File: config.mk
export PLATFORM = sky130hd
export DESIGN_NAME = serial_add_sub
export DESIGN_NICKNAME = d
export VERILOG_FILES = /design/src/rtl/add_sub_pkg.sv /design/src/rtl/nibble_add_sub_slice.sv /design/src/rtl/serial_add_sub.sv
export SDC_FILE = /design/constraint.sdc
export NUM_CORES = 1
export LEC_CHECK = 0
export BUFFER_PORTS_ARGS = -buffer_cell sky130_fd_sc_hd__buf_2
export CELL_PAD_IN_SITES_DETAIL_PLACEMENT = 0
export CELL_PAD_IN_SITES_GLOBAL_PLACEMENT = 2
export CORE_MARGIN = 5
export CORE_UTILIZATION = 25
export DETAILED_ROUTE_END_ITERATION = 7
export PLACE_DENSITY = 0.69
export SLEW_MARGIN = 20
export SYNTH_ARGS = -nofsm -noshare
export SYNTH_HDL_FRONTEND = slang
export SYNTH_SLANG_ARGS = --single-unit
export TNS_END_PERCENT = 100
File: constraint.sdc
create_clock -name clk -period 7.6 [get_ports clk]
set_input_delay 0.38 -clock clk [delete_from_list [all_inputs] [get_ports clk]]
set_output_delay 0.38 -clock clk [all_outputs]
set_load 0.005 [all_outputs]
File: src/rtl/add_sub_pkg.sv
// -----------------------------------------------------------------------------
// add_sub_pkg
// Shared definitions for the serial adder/subtractor:
//   WIDTH_DEFAULT : default operand/result width
//   SLICE_DEFAULT : default number of bits processed per cycle
//   state_t       : control FSM states (IDLE, BUSY, DONE)
// -----------------------------------------------------------------------------
package add_sub_pkg;

   localparam int WIDTH_DEFAULT = 32;
   localparam int SLICE_DEFAULT = 4;

   typedef enum logic [1:0] {
      IDLE = 2'd0,
      BUSY = 2'd1,
      DONE = 2'd2
   } state_t;

endpackage : add_sub_pkg

File: src/rtl/nibble_add_sub_slice.sv
// -----------------------------------------------------------------------------
// nibble_add_sub_slice
// Combinational SLICE-bit ripple adder/subtractor slice.
// Ports:
//   a, b      : SLICE-bit operand slices
//   cin       : carry into the slice LSB
//   sub       : 1 inverts b (the +1 of A-B comes in through cin at slice 0)
//   s         : SLICE-bit sum slice
//   cout      : carry out of the slice MSB
//   c_msb_in  : carry into the slice MSB (used for signed overflow)
// -----------------------------------------------------------------------------
module nibble_add_sub_slice
   import add_sub_pkg::*;
#(
   parameter int SLICE = SLICE_DEFAULT
) (
   input  logic [SLICE-1:0] a,
   input  logic [SLICE-1:0] b,
   input  logic             cin,
   input  logic             sub,
   output logic [SLICE-1:0] s,
   output logic             cout,
   output logic             c_msb_in
);

   logic [SLICE-1:0] b_eff;
   logic [SLICE:0]   c;

   assign b_eff = b ^ {SLICE{sub}};
   assign c[0]  = cin;

   generate
      for (genvar gi = 0; gi < SLICE; gi++) begin : g_bit
         assign s[gi]   = a[gi] ^ b_eff[gi] ^ c[gi];
         assign c[gi+1] = (a[gi] & b_eff[gi]) | (c[gi] & (a[gi] ^ b_eff[gi]));
      end
   endgenerate

   assign cout     = c[SLICE];
   assign c_msb_in = c[SLICE-1];

endmodule : nibble_add_sub_slice

File: src/rtl/serial_add_sub.sv
// -----------------------------------------------------------------------------
// serial_add_sub
// Multi-cycle adder/subtractor processing SLICE bits per cycle, LSB first,
// with valid/ready handshakes on both sides.
// Ports:
//   clk, rst_n          : clock, asynchronous active-low reset
//   in_valid / in_ready : operation request handshake (a, b, sub)
//   a, b                : WIDTH-bit operands
//   sub                 : 0 -> A+B, 1 -> A-B (A + ~B + 1)
//   out_valid/out_ready : result handshake
//   s                   : WIDTH-bit sum/difference
//   cout                : carry out of MSB (for subtraction 1 = no borrow)
//   ovf                 : two's-complement signed overflow
// Latency: out_valid rises WIDTH/SLICE edges after the accept edge; the
// release edge returns to IDLE without accepting, so one operation takes
// at least WIDTH/SLICE + 2 cycles.
// -----------------------------------------------------------------------------
module serial_add_sub
   import add_sub_pkg::*;
#(
   parameter int WIDTH = WIDTH_DEFAULT,
   parameter int SLICE = SLICE_DEFAULT
) (
   input  logic             clk,
   input  logic             rst_n,
   input  logic             in_valid,
   output logic             in_ready,
   input  logic [WIDTH-1:0] a,
   input  logic [WIDTH-1:0] b,
   input  logic             sub,
   output logic             out_valid,
   input  logic             out_ready,
   output logic [WIDTH-1:0] s,
   output logic             cout,
   output logic             ovf
);

   localparam int NSLICES = WIDTH / SLICE;
   localparam int CW      = (NSLICES > 1) ? $clog2(NSLICES) : 1;

   generate
      if ((WIDTH % SLICE) != 0 || SLICE < 1) begin : g_bad_params
         $error("serial_add_sub: WIDTH must be a positive multiple of SLICE");
      end
   endgenerate

   state_t            state_reg;
   state_t            state_next;

   logic [WIDTH-1:0]  a_reg;
   logic [WIDTH-1:0]  b_reg;
   logic              sub_reg;
   logic              carry_reg;
   logic [CW-1:0]     cnt_reg;
   logic [WIDTH-1:0]  work_reg;

   logic [SLICE-1:0]  slice_s;
   logic              slice_cout;
   logic              slice_c_msb_in;
   logic              last_slice;
   logic [WIDTH+SLICE-1:0] work_cat;
   logic [WIDTH-1:0]  work_next;

   // Operands are shifted right each BUSY cycle, so the active slice is
   // always the low SLICE bits.
   nibble_add_sub_slice #(
      .SLICE (SLICE)
   ) u_slice (
      .a        (a_reg[SLICE-1:0]),
      .b        (b_reg[SLICE-1:0]),
      .cin      (carry_reg),
      .sub      (sub_reg),
      .s        (slice_s),
      .cout     (slice_cout),
      .c_msb_in (slice_c_msb_in)
   );

   assign last_slice = (cnt_reg == CW'(NSLICES - 1));

   // New slice enters at the top; after NSLICES cycles slice 0 sits at the LSB.
   assign work_cat  = {slice_s, work_reg};
   assign work_next = work_cat[WIDTH+SLICE-1:SLICE];

   // ---------------- FSM state register ----------------
   always_ff @(posedge clk or negedge rst_n) begin
      if (!rst_n) begin
         state_reg <= IDLE;
      end else begin
         state_reg <= state_next;
      end
   end

   // ---------------- FSM next state / outputs ----------------
   always_comb begin
      state_next = state_reg;
      in_ready   = 1'b0;
      out_valid  = 1'b0;
      case (state_reg)
         IDLE: begin
            in_ready = 1'b1;
            if (in_valid) begin
               state_next = BUSY;
            end
         end
         BUSY: begin
            if (last_slice) begin
               state_next = DONE;
            end
         end
         DONE: begin
            out_valid = 1'b1;
            if (out_ready) begin
               state_next = IDLE;
            end
         end
         default: begin
            state_next = IDLE;
         end
      endcase
   end

   // ---------------- Datapath ----------------
   always_ff @(posedge clk or negedge rst_n) begin
      if (!rst_n) begin
         a_reg     <= '0;
         b_reg     <= '0;
         sub_reg   <= 1'b0;
         carry_reg <= 1'b0;
         cnt_reg   <= '0;
         work_reg  <= '0;
         s         <= '0;
         cout      <= 1'b0;
         ovf       <= 1'b0;
      end else begin
         case (state_reg)
            IDLE: begin
               if (in_valid) begin
                  a_reg     <= a;
                  b_reg     <= b;
                  sub_reg   <= sub;
                  carry_reg <= sub;   // the +1 of A + ~B + 1
                  cnt_reg   <= '0;
               end
            end
            BUSY: begin
               a_reg     <= a_reg >> SLICE;
               b_reg     <= b_reg >> SLICE;
               carry_reg <= slice_cout;
               cnt_reg   <= cnt_reg + 1'b1;
               work_reg  <= work_next;
               // Visible outputs only change when the full result is ready.
               if (last_slice) begin
                  s    <= work_next;
                  cout <= slice_cout;
                  ovf  <= slice_c_msb_in ^ slice_cout;
               end
            end
            default: begin
            end
         endcase
      end
   end

endmodule : serial_add_sub

After elaboration in Yosys (flattened, before gate mapping) --
Index checks and enable logic that the tools add are counted.
Word-level totals: bits of input ports 69, logic and storage cells 59, output and inout port bits 36, register bits 137
Cells by class: bitwise logic cells 22, $add $sub $neg 1, equality and inequality tests 6, reductions and logical operators 6, muxes and demuxes 14
Operators by type and width (number):
- $pmux 32 s2 | 2
- $mux 32 | 2
- $xor 1x1->1 | 9
- $and 1x1->1 | 8
- $mux 2 | 3
- $ne 2x2->1 const B | 3
- $pmux 2 s3 | 1
- $pmux 3 s2 | 1
- $reduce_and 2->1 | 3
- $or 1x1->1 | 4
- $xor 4x4->4 | 1
- $add 3x1->3 const B | 1
- $eq 3x3->1 const B | 1
- $mux 1 | 3
- $mux 3 | 1
- $reduce_and 3->1 | 1
- $eq 2x1->1 const B | 1
- $eq 2x2->1 const B | 1
- $logic_not 2->1 | 1
- $pmux 1 s2 | 1
- $reduce_bool 2->1 | 1

Depth between registers and ports, before layout --
Gate-level depths: netlist of run 1.
word-level depth 11, mapped depth 11, gate-level depth less buffers 10

By module --
A second synthesis of run 1 with hierarchy kept.
Unflattened totals: cells, all modules 516, area total of the unflattened synthesis 5724.2 um2
By module, submodules not included:
- serial_add_sub | times used 1, sequential area each 3328.2 um2, area an instance 5579.1 um2, cells an instance 500
- nibble_add_sub_slice | times used 1, sequential area each 0.0 um2, area an instance 145.1 um2, cells an instance 16

Least setup slack after synthesis of run 1 --
OpenSTA, ideal clock, no wires.
path kind register to register, from reg sub_reg, to reg s[31], cell stages (with the launch flop) 11, arrival 2390 ps, required time 7475 ps, setup slack 5085 ps, period minus slack after synthesis 2515 ps, library setup time 125 ps, path buffers 1, cell sequence dfrtp_1 > clkbuf_1 > xnor2_1 > fa_1 > inv_1 > fa_1 > inv_1 > fa_1 > inv_1 > fa_1 > mux2_2
Between the ends: longest elaborated chain between the ends 9, elaborated cells between the ends (all ways) 15, those cells by class 15 x bitwise
RTL lines:
- start, declared | RTL line serial_add_sub.sv:52 | logic sub_reg;
- start signal, assigned | RTL line serial_add_sub.sv:140 | sub_reg <= sub;
- $xor 4x4->4 * | RTL line nibble_add_sub_slice.sv:29 | assign b_eff = b ^ {SLICE{sub}};
- $xor 1x1->1 | RTL line nibble_add_sub_slice.sv:35 | assign c[gi+1] = (a[gi] & b_eff[gi]) | (c[gi] & (a[gi] ^ b_eff[gi]));
- $and 1x1->1 | RTL line nibble_add_sub_slice.sv:35
- $or 1x1->1 | RTL line nibble_add_sub_slice.sv:35
- $and 1x1->1 | RTL line nibble_add_sub_slice.sv:35
- $or 1x1->1 | RTL line nibble_add_sub_slice.sv:35
- $and 1x1->1 | RTL line nibble_add_sub_slice.sv:35
- $or 1x1->1 | RTL line nibble_add_sub_slice.sv:35
- $xor 1x1->1 * | RTL line nibble_add_sub_slice.sv:34 | assign s[gi] = a[gi] ^ b_eff[gi] ^ c[gi];
- net slice_s[3] | RTL line serial_add_sub.sv:57 | logic [SLICE-1:0] slice_s;
- end signal, assigned | RTL line serial_add_sub.sv:153 | s <= work_next;
- end, declared | RTL line serial_add_sub.sv:33 | output logic [WIDTH-1:0] s,
Mark *: on every way through the listed nets, which the timed path passes. The rest lies on a longest branch. A chain may end at the register's enable or synchronous reset.

Worst setup path after layout of run 1 --
from reg state_reg[1], to out out_valid
Between the ends: longest elaborated chain between the ends 2
RTL lines:
- start, declared | RTL line serial_add_sub.sv:47 | state_t state_reg;
- start signal, assigned | RTL line serial_add_sub.sv:89 | state_reg <= state_next;
- $eq 2x2->1 | RTL line serial_add_sub.sv:98 | case (state_reg)
- $mux 1 | RTL line serial_add_sub.sv:98
- end, declared | RTL line serial_add_sub.sv:31 | output logic out_valid,
Every way passes these cells.

==> impl_metrics.tcl, run 1 <==
set metrics [dict create \
    grt.overflow.total 0 \
    synth_cell_type_count 28 \
    run_status "finished clean" \
    critPathCaptureType "output port" \
    final-hold-violation-count 0 \
    startpoint_type "flip-flop" \
    cts_root_buffer "clkbuf_16" \
    maxCapViolCount 0 \
    fill_cells 2267 \
    num_vias 4243 \
    grt_max_degree 83 \
    synth_top_family_by_area "compound AO/OA/AOI/OAI gates" \
    layout_commonest_cell "dfrtp_1" \
    gp_congestion 0.7810 \
    clock-sinks 133 \
    drc_errors 0 \
    finalPower_mw 3.269 \
    wire_per_inst_um 16.90 \
    die_y_um 159.8 \
    syn2layout_area_growth_pct 24.60 \
    pwr-share-comb_pct 32.2 \
    hold_slack_ps 22.64 \
    muxShareOfSynthArea_pct 7.093 \
    cts_tree "done" \
    synth-adder-area-share_pct 1.874 \
    final_cell_area_um2 6989 \
    synthTopCellsByArea "dfrtp_1 (59%), o22ai_1 (8.9%), nand2_1 (5.8%)" \
    power_density_nw_per_um2 467.7 \
    die_area_um2 25530 \
    postLayoutCoreUtil_pct 31.83 \
    synth_largest_area_cell "dfrtp_1" \
    ys_ff_latch 133 \
    start_util_pct 25.54 \
    p_sw_share_pct 34.35 \
    p_switching_mw 1.123 \
    vdd_ir_drop_max_uv 180.6 \
    setup_viol 0 \
    die_width_um 159.8 \
    dr.pass1.iters 4 \
    critPathMaxFanout 29 \
    first_iter_violations 195 \
    synth_compound_area_share_pct 17.13 \
    postPlaceCellArea_um2 6314 \
    layout-drive-gt1-share_pct 29.38 \
    yosysWarningCount 0 \
    slew_headroom_pct 35.71 \
    h-tree-depth 4 \
    routed_wl_um 15160 \
    yosys.area.top_type_share_pct 59.34 \
    path_clk_slew_ps 60 \
    clock_latency_ps 410 \
    syn_inst 516 \
    required_ps 7220 \
    tns_ps 0 \
    cts_buffers 17 \
    tightest_slew_ps 962.9 \
    synthSimpleGateAreaFrac_pct 9.280 \
    antenna_found_initial 4 \
    final_cell_mix "dfrtp_1 (133), buf_2 (103), nand2_1 (87), o22ai_1 (80), a21oi_1 (55)" \
    syn_area_um2 5609 \
    hold_path_class "input port to asynchronous set/reset pin" \
    clkPwrFrac_pct 28.5 \
    critPathKind "flip-flop to output port" \
    postCtsSetupRepairBufs 0 \
    nNetsFinal 678 \
    syn_avg_cell_area_um2 10.87 \
    grt_pass1_wl_um 24320 \
    slew_violations 0 \
    p_int_mw 2.146 \
    arrival_ps 2380 \
    ios 105 \
    period_needed_ps 2765 \
    grt_usage_pct 12.00 \
    fp.coreArea_um2 21960 \
    leakagePower_nw 3.287 \
    cts_resized 0 \
    num_rows 54 \
    syn-num-nets 591 \
    max_freq_ghz 0.3617 \
    synth_xor_area_share_pct 0.7807 \
    min_period_over_period_pct 36.38 \
    rsz0062_at_grt "no" \
    io_buffers 104 \
    seq_area_frac_synth_pct 59.34 \
    grt_pass1_vias 4400 \
    seqPwrFrac_pct 39.2 \
    dp_hpwl_um 9858 \
    hold_buffers 0 \
    fin_skew_ps 6.513 \
    ant_nets 0 \
    avgViaCountPerCell 4.730 \
    cts_buffer_depth 2 \
]
==> Yosys cell counts, drive strengths merged <==
master and count:
mux2 32, xnor2 2, ha 2, o221a 4
inv 8, xor2 3, fa 4, o22ai 80
nor2 31, nand2 87, nand3b 5, o21ba 1
o21ai 14, buf 27, o31ai 1, a21oi 55
dfrtp 133, nand2b 4, a22o 6, nor2b 2
clkbuf 15
==> power by group through the flow <==
| stage | Clock (mW) | Sequential, mW | Combinational [mW] |
|---|---|---|---|
| 3_5_place_dp | 0 | 1.30 | 1.07 |
| 5_1_grt | 0.982 | 1.33 | 1.20 |
| 4_1_cts | 0.955 | 1.29 | 1.08 |
| 3_3_place_gp | 0 | 1.29 | 1.04 |
| 6_report | 0.933 | 1.28 | 1.05 |
| 2_1_floorplan | 0 | 1.22 | 0.788 |
==> layer usage <==
metal / track usage [%] / part of all wire [%] / vias up
met3: 4.768 / 6.6 / 13
met5: 0 / 0.22 / -
met1: 16.65 / 48 / 2092
met2: 17.38 / 44 / 118
met4: 3.363 / 0.60 / 6
li1: - / - / 2014
==> kinds of logic after synthesis <==
| kind of cell | Yosys count |
|---|---|
| simple gates | 129 |
| compound gates | 161 |
| flops | 133 |
| buf+inv | 50 |
| mux | 32 |
| fa+ha+maj | 6 |
| xor+xnor | 5 |
==> metrics by stage <==
step	std cells	setup WS, ps
4_1_cts	896	4833
5_1_grt	897	4667
3_5_place_dp	864	5034
6_report	897	4835
3_3_place_gp	864	5079
2_1_floorplan	516	5085
==> path summary, 6_finish.rpt <==
kind                                               start                       end  slack [ps]  cells after the start
worst max-delay path            state_reg[1]$_DFFE_PN0P_                 out_valid        4840                      4
worst min-delay path                               rst_n  work_reg[10]$_DFFE_PN0P_          20                      1
worst max register to register       sub_reg$_DFFE_PN0P_         s[31]$_DFFE_PN0P_        5020                      9
worst min register to register   work_reg[7]$_DFFE_PN0P_   work_reg[7]$_DFFE_PN0P_         470                      2
max in group asynchronous                          rst_n     b_reg[31]$_DFFE_PN0P_        6370                      2
min in group clk                               out_ready  state_reg[1]$_DFFE_PN0P_         140                      2
==> critical path: stages (launching register included) <==
cell     delay, ps
dfrtp_1        510
inv_1          760
buf_4          470
nor2_1          70
buf_2          150
==> cell type report <==
type	instances	area, um^2	area share [%]
flip-flops and latches	133	3328	47.62
multi-input cells	333	2036	29.13
repair buffers	110	571.8	8.181
clock buffers	18	439.2	6.284
well taps	280	350.3	5.013
clock inverters	14	231.5	3.312
inverters	8	30.03	0.4296
diodes	1	2.502	0.03580
Power figures use the tool's default switching activity.
==> inputs of run 2 (changes only) <==
--- a/config.mk
+++ b/config.mk
@@ -5,13 +5,14 @@
 export SDC_FILE = /design/constraint.sdc
 export NUM_CORES = 1
 export LEC_CHECK = 0
+export ABC_AREA = 1
 export BUFFER_PORTS_ARGS = -buffer_cell sky130_fd_sc_hd__buf_2
 export CELL_PAD_IN_SITES_DETAIL_PLACEMENT = 0
 export CELL_PAD_IN_SITES_GLOBAL_PLACEMENT = 2
 export CORE_MARGIN = 5
 export CORE_UTILIZATION = 25
 export DETAILED_ROUTE_END_ITERATION = 7
-export PLACE_DENSITY = 0.69
+export PLACE_DENSITY = 0.74
 export SLEW_MARGIN = 20
 export SYNTH_ARGS = -nofsm -noshare
 export SYNTH_HDL_FRONTEND = slang
==> constraint.sdc (replaced) <==
create_clock -name clk -period 2.9 [get_ports clk]
set_input_delay 0.145 -clock clk [delete_from_list [all_inputs] [get_ports clk]]
set_output_delay 0.145 -clock clk [all_outputs]
set_load 0.005 [all_outputs]
==> impl_metrics.tcl, run 2 <==
set metrics [dict create \
    ys_async_sr_fraction_pct 100.0 \
    startpoint_type "flip-flop" \
    leakagePower_nw 4.057 \
    multi_input_area_um2 2260 \
    cts_buffer_depth 2 \
    layout-drive-gt1-share_pct 18.37 \
    syn-num-nets 815 \
    n_antenna_cell 0 \
    tns_ps 0 \
    h-tree-depth 4 \
    synthTopCellsByArea "dfrtp_1 (56%), nand2_1 (24%), nand3_1 (4.9%)" \
    synthFlopType "dfrtp_1" \
    postCtsSetupRepairBufs 0 \
    fin_skew_ps 10.58 \
    die_area_um2 27100 \
    nNetsFinal 922 \
    final_cells 1179 \
    finalPower_mw 8.192 \
    yosysWarningCount 0 \
    slew_violations 0 \
    num_rows 56 \
    grt_pass1_wl_um 25660 \
    setup_viol 0 \
    slew_headroom_pct 46.58 \
    die_y_um 164.6 \
    place_inst 1131 \
    rsz0062_at_grt "no" \
    grt_usage_pct 12.00 \
    synth_edf_count 0 \
    cts_resized 0 \
    critPathMaxFanout 5 \
    hold_slack_ps 11.76 \
    fill_cells 2607 \
    hold_path_class "input port to flip-flop" \
    postPlaceCellArea_um2 6764 \
    antenna_found_initial 1 \
    syn_inst 740 \
    drc_errors 0 \
    cts_buffers 17 \
    final_cell_mix "nand2_1 (390), dfrtp_1 (132), buf_2 (103), nand3_1 (58), o21ai_0 (42)" \
    start_util_pct 25.39 \
    critPathCaptureType "flip-flop" \
    run_status "finished clean" \
    syn_area_um2 5977 \
    syn2layout_area_growth_pct 25.64 \
    final_cell_area_um2 7510 \
    grt_pass1_vias 4993 \
    avgViaCountPerCell 4.139 \
    arrival_ps 2740 \
    slowest_stage "dfrtp_1" \
    yosys.area.top_type_share_pct 55.68 \
    max_freq_ghz 0.4062 \
    required_ps 3180 \
    dp_hpwl_um 9945 \
    wire_per_inst_um 13.17 \
    routed_wl_um 15530 \
    ios 105 \
    ant_nets 0 \
    layout_commonest_cell "nand2_1" \
    die_width_um 164.6 \
    synth_most_common_cell "nand2_1" \
    tightest_slew_ps 801.3 \
    fp.coreArea_um2 23540 \
    syn_avg_cell_area_um2 8.077 \
    critPathKind "flip-flop to flip-flop" \
    first_iter_violations 244 \
    min_period_over_period_pct 84.90 \
    gp_congestion 0.7213 \
    period_needed_ps 2462 \
    regArea_um2 3329 \
    vdd_ir_drop_max_uv 398.1 \
    dr.pass1.iters 4 \
    max_stage_delay_ps 450 \
    synth_common_cells "nand2_1 (390), dfrtp_1 (133), nand3_1 (58), o21ai_0 (42), inv_1 (34)" \
    seq_area_frac_synth_pct 55.68 \
    ys_ff_latch 133 \
    clock_latency_ps 420 \
    synth_largest_area_cell "dfrtp_1" \
    path_clk_slew_ps 70 \
    num_vias 4880 \
    power_density_nw_per_um2 1091 \
    clock-sinks 133 \
    synth_cell_type_count 22 \
    maxCapViolCount 0 \
    cts_tree "done" \
    cts_root_buffer "clkbuf_16" \
    io_buffers 104 \
    grt_max_degree 81 \
    worstPathCellList "xnor2_1 -> fa_1 -> inv_1 -> fa_1 -> inv_1 -> fa_1 -> inv_1 -> fa_1 -> inv_1 -> o21ai_0" \
    final-hold-violation-count 0 \
    grt.overflow.total 0 \
]
-- run 2: changes by cell type after synthesis, sizes merged, moves of 8 or more --
cell / before / now
o21ai: 14 / 59
nand3: 0 / 58
o22ai: 80 / 0
nor2: 31 / 4
a21oi: 55 / 0
inv: 8 / 37
nand2: 87 / 392
mux2: 32 / 0
buf: 27 / 35
-- run 2: kinds of logic after synthesis --
family	after synthesis	synth area share, %
buffers and inverters	82	6.594
DFF	133	55.68
adders and majority gates	6	1.758
AOI/OAI and AO/OA	60	5.254
xor gates and xnor gates	5	0.7328
and+or+nand+nor	454	29.98
-- run 2: worst max-delay path, delay by kind of cell (launching register included) --
family	cells	cell delay (ps)
AOI/OAI and AO/OA	1	80
xor gates and xnor gates	1	190
adders and majority gates	4	1320
buffers and inverters	4	290
DFF	1	450
-- run 2: power by group --
part / leakage, nW / internal, mW / switching, mW / total, mW
Clock: 0.283 / 1.22 / 0.929 / 2.15
Combinational: 2.07 / 1.10 / 1.84 / 2.94
Sequential: 1.71 / 2.67 / 0.439 / 3.10
-- run 2: final cells by class --
| type | count | area share, % |
|---|---|---|
| clock buffers | 17 | 5.665 |
| clock inverters | 15 | 2.133 |
| inverters | 37 | 1.849 |
| multi-input cells | 525 | 30.09 |
| flip-flops and latches | 133 | 44.34 |
| well taps | 319 | 5.315 |
| repair buffers | 133 | 10.61 |
-- run 2: per-stage QoR --
stage | setup WS (ps) | utilization, %
2_1_floorplan | 519.0 | -
6_report | 437.9 | 31.90
3_5_place_dp | 429.7 | 28.73
5_1_grt | 258.8 | 31.90
3_3_place_gp | 478.1 | 28.73
4_1_cts | 420.5 | 31.90
-- run 2: routing by layer --
layer / track usage [%] / share of wire, % / up-vias
met5: 0 / 0.12 / -
met4: 3.403 / 0.86 / 2
met3: 3.194 / 5.2 / 11
met2: 18.92 / 46 / 97
met1: 16.28 / 48 / 2263
li1: - / - / 2507
-- run 2: path summary, 6_finish.rpt --
check | from | endpoint | slack (ps) | depth (start not counted)
worst max-delay path | sub_reg$_DFFE_PN0P_ | s[31]$_DFFE_PN0P_ | 440 | 10
worst min-delay path | a[16] | a_reg[16]$_DFFE_PN0P_ | 10 | 5
worst max register to register | sub_reg$_DFFE_PN0P_ | s[31]$_DFFE_PN0P_ | 440 | 10
worst min register to register | b_reg[7]$_DFFE_PN0P_ | b_reg[7]$_DFFE_PN0P_ | 480 | 2
max in group asynchronous | rst_n | a_reg[30]$_DFFE_PN0P_ | 1760 | 3
min in group asynchronous | rst_n | work_reg[25]$_DFFE_PN0P_ | 340 | 2
-- run 2: timing repair --
item	CTS	global route
endpoints found under the hold margin	92	0
hold buffers	16	0
setup endpoints to repair	0	0
==> inputs of run 3 (changes only) <==
==> constraint.sdc (replaced) <==
create_clock -name clk -period 2.5 [get_ports clk]
set_input_delay 0.125 -clock clk [delete_from_list [all_inputs] [get_ports clk]]
set_output_delay 0.125 -clock clk [all_outputs]
set_load 0.005 [all_outputs]
==> impl_metrics.tcl, run 3 (synthesis results as in run 2) <==
set metrics [dict create \
    run_status "finished clean" \
    clock-sinks 133 \
    die_area_um2 27100 \
    dp_hpwl_um 9718 \
    layout-drive-gt1-share_pct 17.61 \
    critPathCaptureType "flip-flop" \
    leakagePower_nw 4.192 \
    grt_usage_pct 12.29 \
    required_ps 2790 \
    cts_root_buffer "clkbuf_16" \
    grt_pass1_wl_um 26340 \
    final_cell_mix "nand2_1 (390), dfrtp_1 (132), buf_2 (103), nand3_1 (58), dlygate4sd3_1 (44)" \
    wire_per_inst_um 13.25 \
    cts_buffers 17 \
    postCtsSetupRepairBufs 0 \
    tightest_slew_ps 1047 \
    routed_wl_um 15970 \
    period_needed_ps 2316 \
    die_y_um 164.6 \
    r2r_cells 10 \
    start_util_pct 25.39 \
    ant_nets 0 \
    arrival_ps 2610 \
    grt.overflow.total 0 \
    drc_errors 0 \
    path_clk_slew_ps 60 \
    first_iter_violations 284 \
    grt_max_degree 71 \
    maxCapViolCount 0 \
    io_buffers 104 \
    h-tree-depth 4 \
    clock_latency_ps 420 \
    syn2layout_area_growth_pct 31.19 \
    cts_buffer_depth 2 \
    rsz0062_at_grt "no" \
    worstPathCellList "xnor2_1 -> fa_1 -> inv_1 -> fa_1 -> inv_1 -> fa_1 -> inv_1 -> fa_1 -> inv_1 -> o21ai_0" \
    postLayoutCoreUtil_pct 33.31 \
    n_antenna_cell 0 \
    layout_commonest_cell "nand2_1" \
    critPathMaxFanout 2 \
    crit_cells 10 \
    avgViaCountPerCell 4.179 \
    grt_pass1_vias 5191 \
    gp_congestion 0.7142 \
    dr.pass1.iters 4 \
    antenna_found_initial 1 \
    hold_path_class "input port to flip-flop" \
    max_freq_ghz 0.4318 \
    die_width_um 164.6 \
    fin_skew_ps 10.61 \
    slew_headroom_pct 30.12 \
    max_stage_delay_ps 400 \
    nNetsFinal 948 \
    tns_ps 0 \
    cts_tree "done" \
    ios 105 \
    hold_buffers 44 \
    setup_viol 0 \
    num_vias 5036 \
    critPathKind "flip-flop to flip-flop" \
    min_period_over_period_pct 92.65 \
    num_rows 56 \
    startpoint_type "flip-flop" \
    vdd_ir_drop_max_uv 529.8 \
    cp_num_buf_inv 4 \
    slew_violations 0 \
    slowest_stage "fa_1" \
    hold-path-cell-count 5 \
    path_delay_family "adder cells" \
    final-hold-violation-count 0 \
    cts_resized 0 \
    power_density_nw_per_um2 1235 \
    fp.coreArea_um2 23540 \
]
run 3: changes by cell type in the layout (fill, tap and decap cells not counted), sizes merged:
cell	change
inv	-3
buf	-2
clkinv	+1
dlygate4sd3	+28
bufinv	+2
run 3: per-stage QoR:
stage	worst slack (ps)	power (mW)	cell area (um^2)	hold slack [ps]	instances
after floorplan	119.0	6.093	5977	-170.6	740
after global placement	201.7	7.111	6787	217.0	1129
after detailed placement	169.6	7.155	6787	215.7	1129
after CTS	164.5	9.898	7841	4.593	1205
after global routing	21.09	10.60	7841	20.69	1205
final	183.9	9.688	7841	9.081	1205
run 3: where the power goes:
part	leakage [nW]	total, mW	internal [mW]	switching, mW
Sequential	1.71	3.58	3.09	0.493
Clock	0.296	2.62	1.59	1.03
Combinational	2.19	3.49	1.31	2.18
run 3: cell type report:
class | count | area [um^2]
Multi-Input combinational cell | 525 | 2260
Timing Repair Buffer | 159 | 1100
Sequential cell | 133 | 3329
Inverter | 37 | 138.9
Clock inverter | 15 | 188.9
Clock buffer | 17 | 425.4
Tap cell | 319 | 399.1
Fill cell | 2578 | 15700
run 3: worst paths after layout:
path | end | startpoint | slack, ps
worst max-delay path | s[31]$_DFFE_PN0P_ | b_reg[0]$_DFFE_PN0P_ | 180
worst min-delay path | a_reg[14]$_DFFE_PN0P_ | a[14] | 9
worst max register to register | s[31]$_DFFE_PN0P_ | b_reg[0]$_DFFE_PN0P_ | 180
worst min register to register | s[19]$_DFFE_PN0P_ | s[19]$_DFFE_PN0P_ | 480
max in group asynchronous | state_reg[0]$_DFFE_PN0P_ | rst_n | 1520
min in group asynchronous | a_reg[7]$_DFFE_PN0P_ | rst_n | 310
run 3: worst register-to-register path, delay by kind of cell, from the launching register on:
| family | cells | cell delay [ps] |
|---|---|---|
| compound gates | 1 | 80 |
| xor+xnor | 1 | 150 |
| flops | 1 | 390 |
| buf+inv | 4 | 280 |
| fa+ha+maj | 4 | 1310 |
run 3: routing by layer:
layer | share of wire, % | vias up | routed length [um] | GRT usage [%]
met5 | 0.081 | - | 13 | 0
li1 | - | 2557 | - | -
met4 | 0.93 | 2 | 148 | 3.440
met3 | 4.5 | 12 | 723 | 3.294
met2 | 48 | 98 | 7603 | 20.61
met1 | 47 | 2367 | 7480 | 15.64
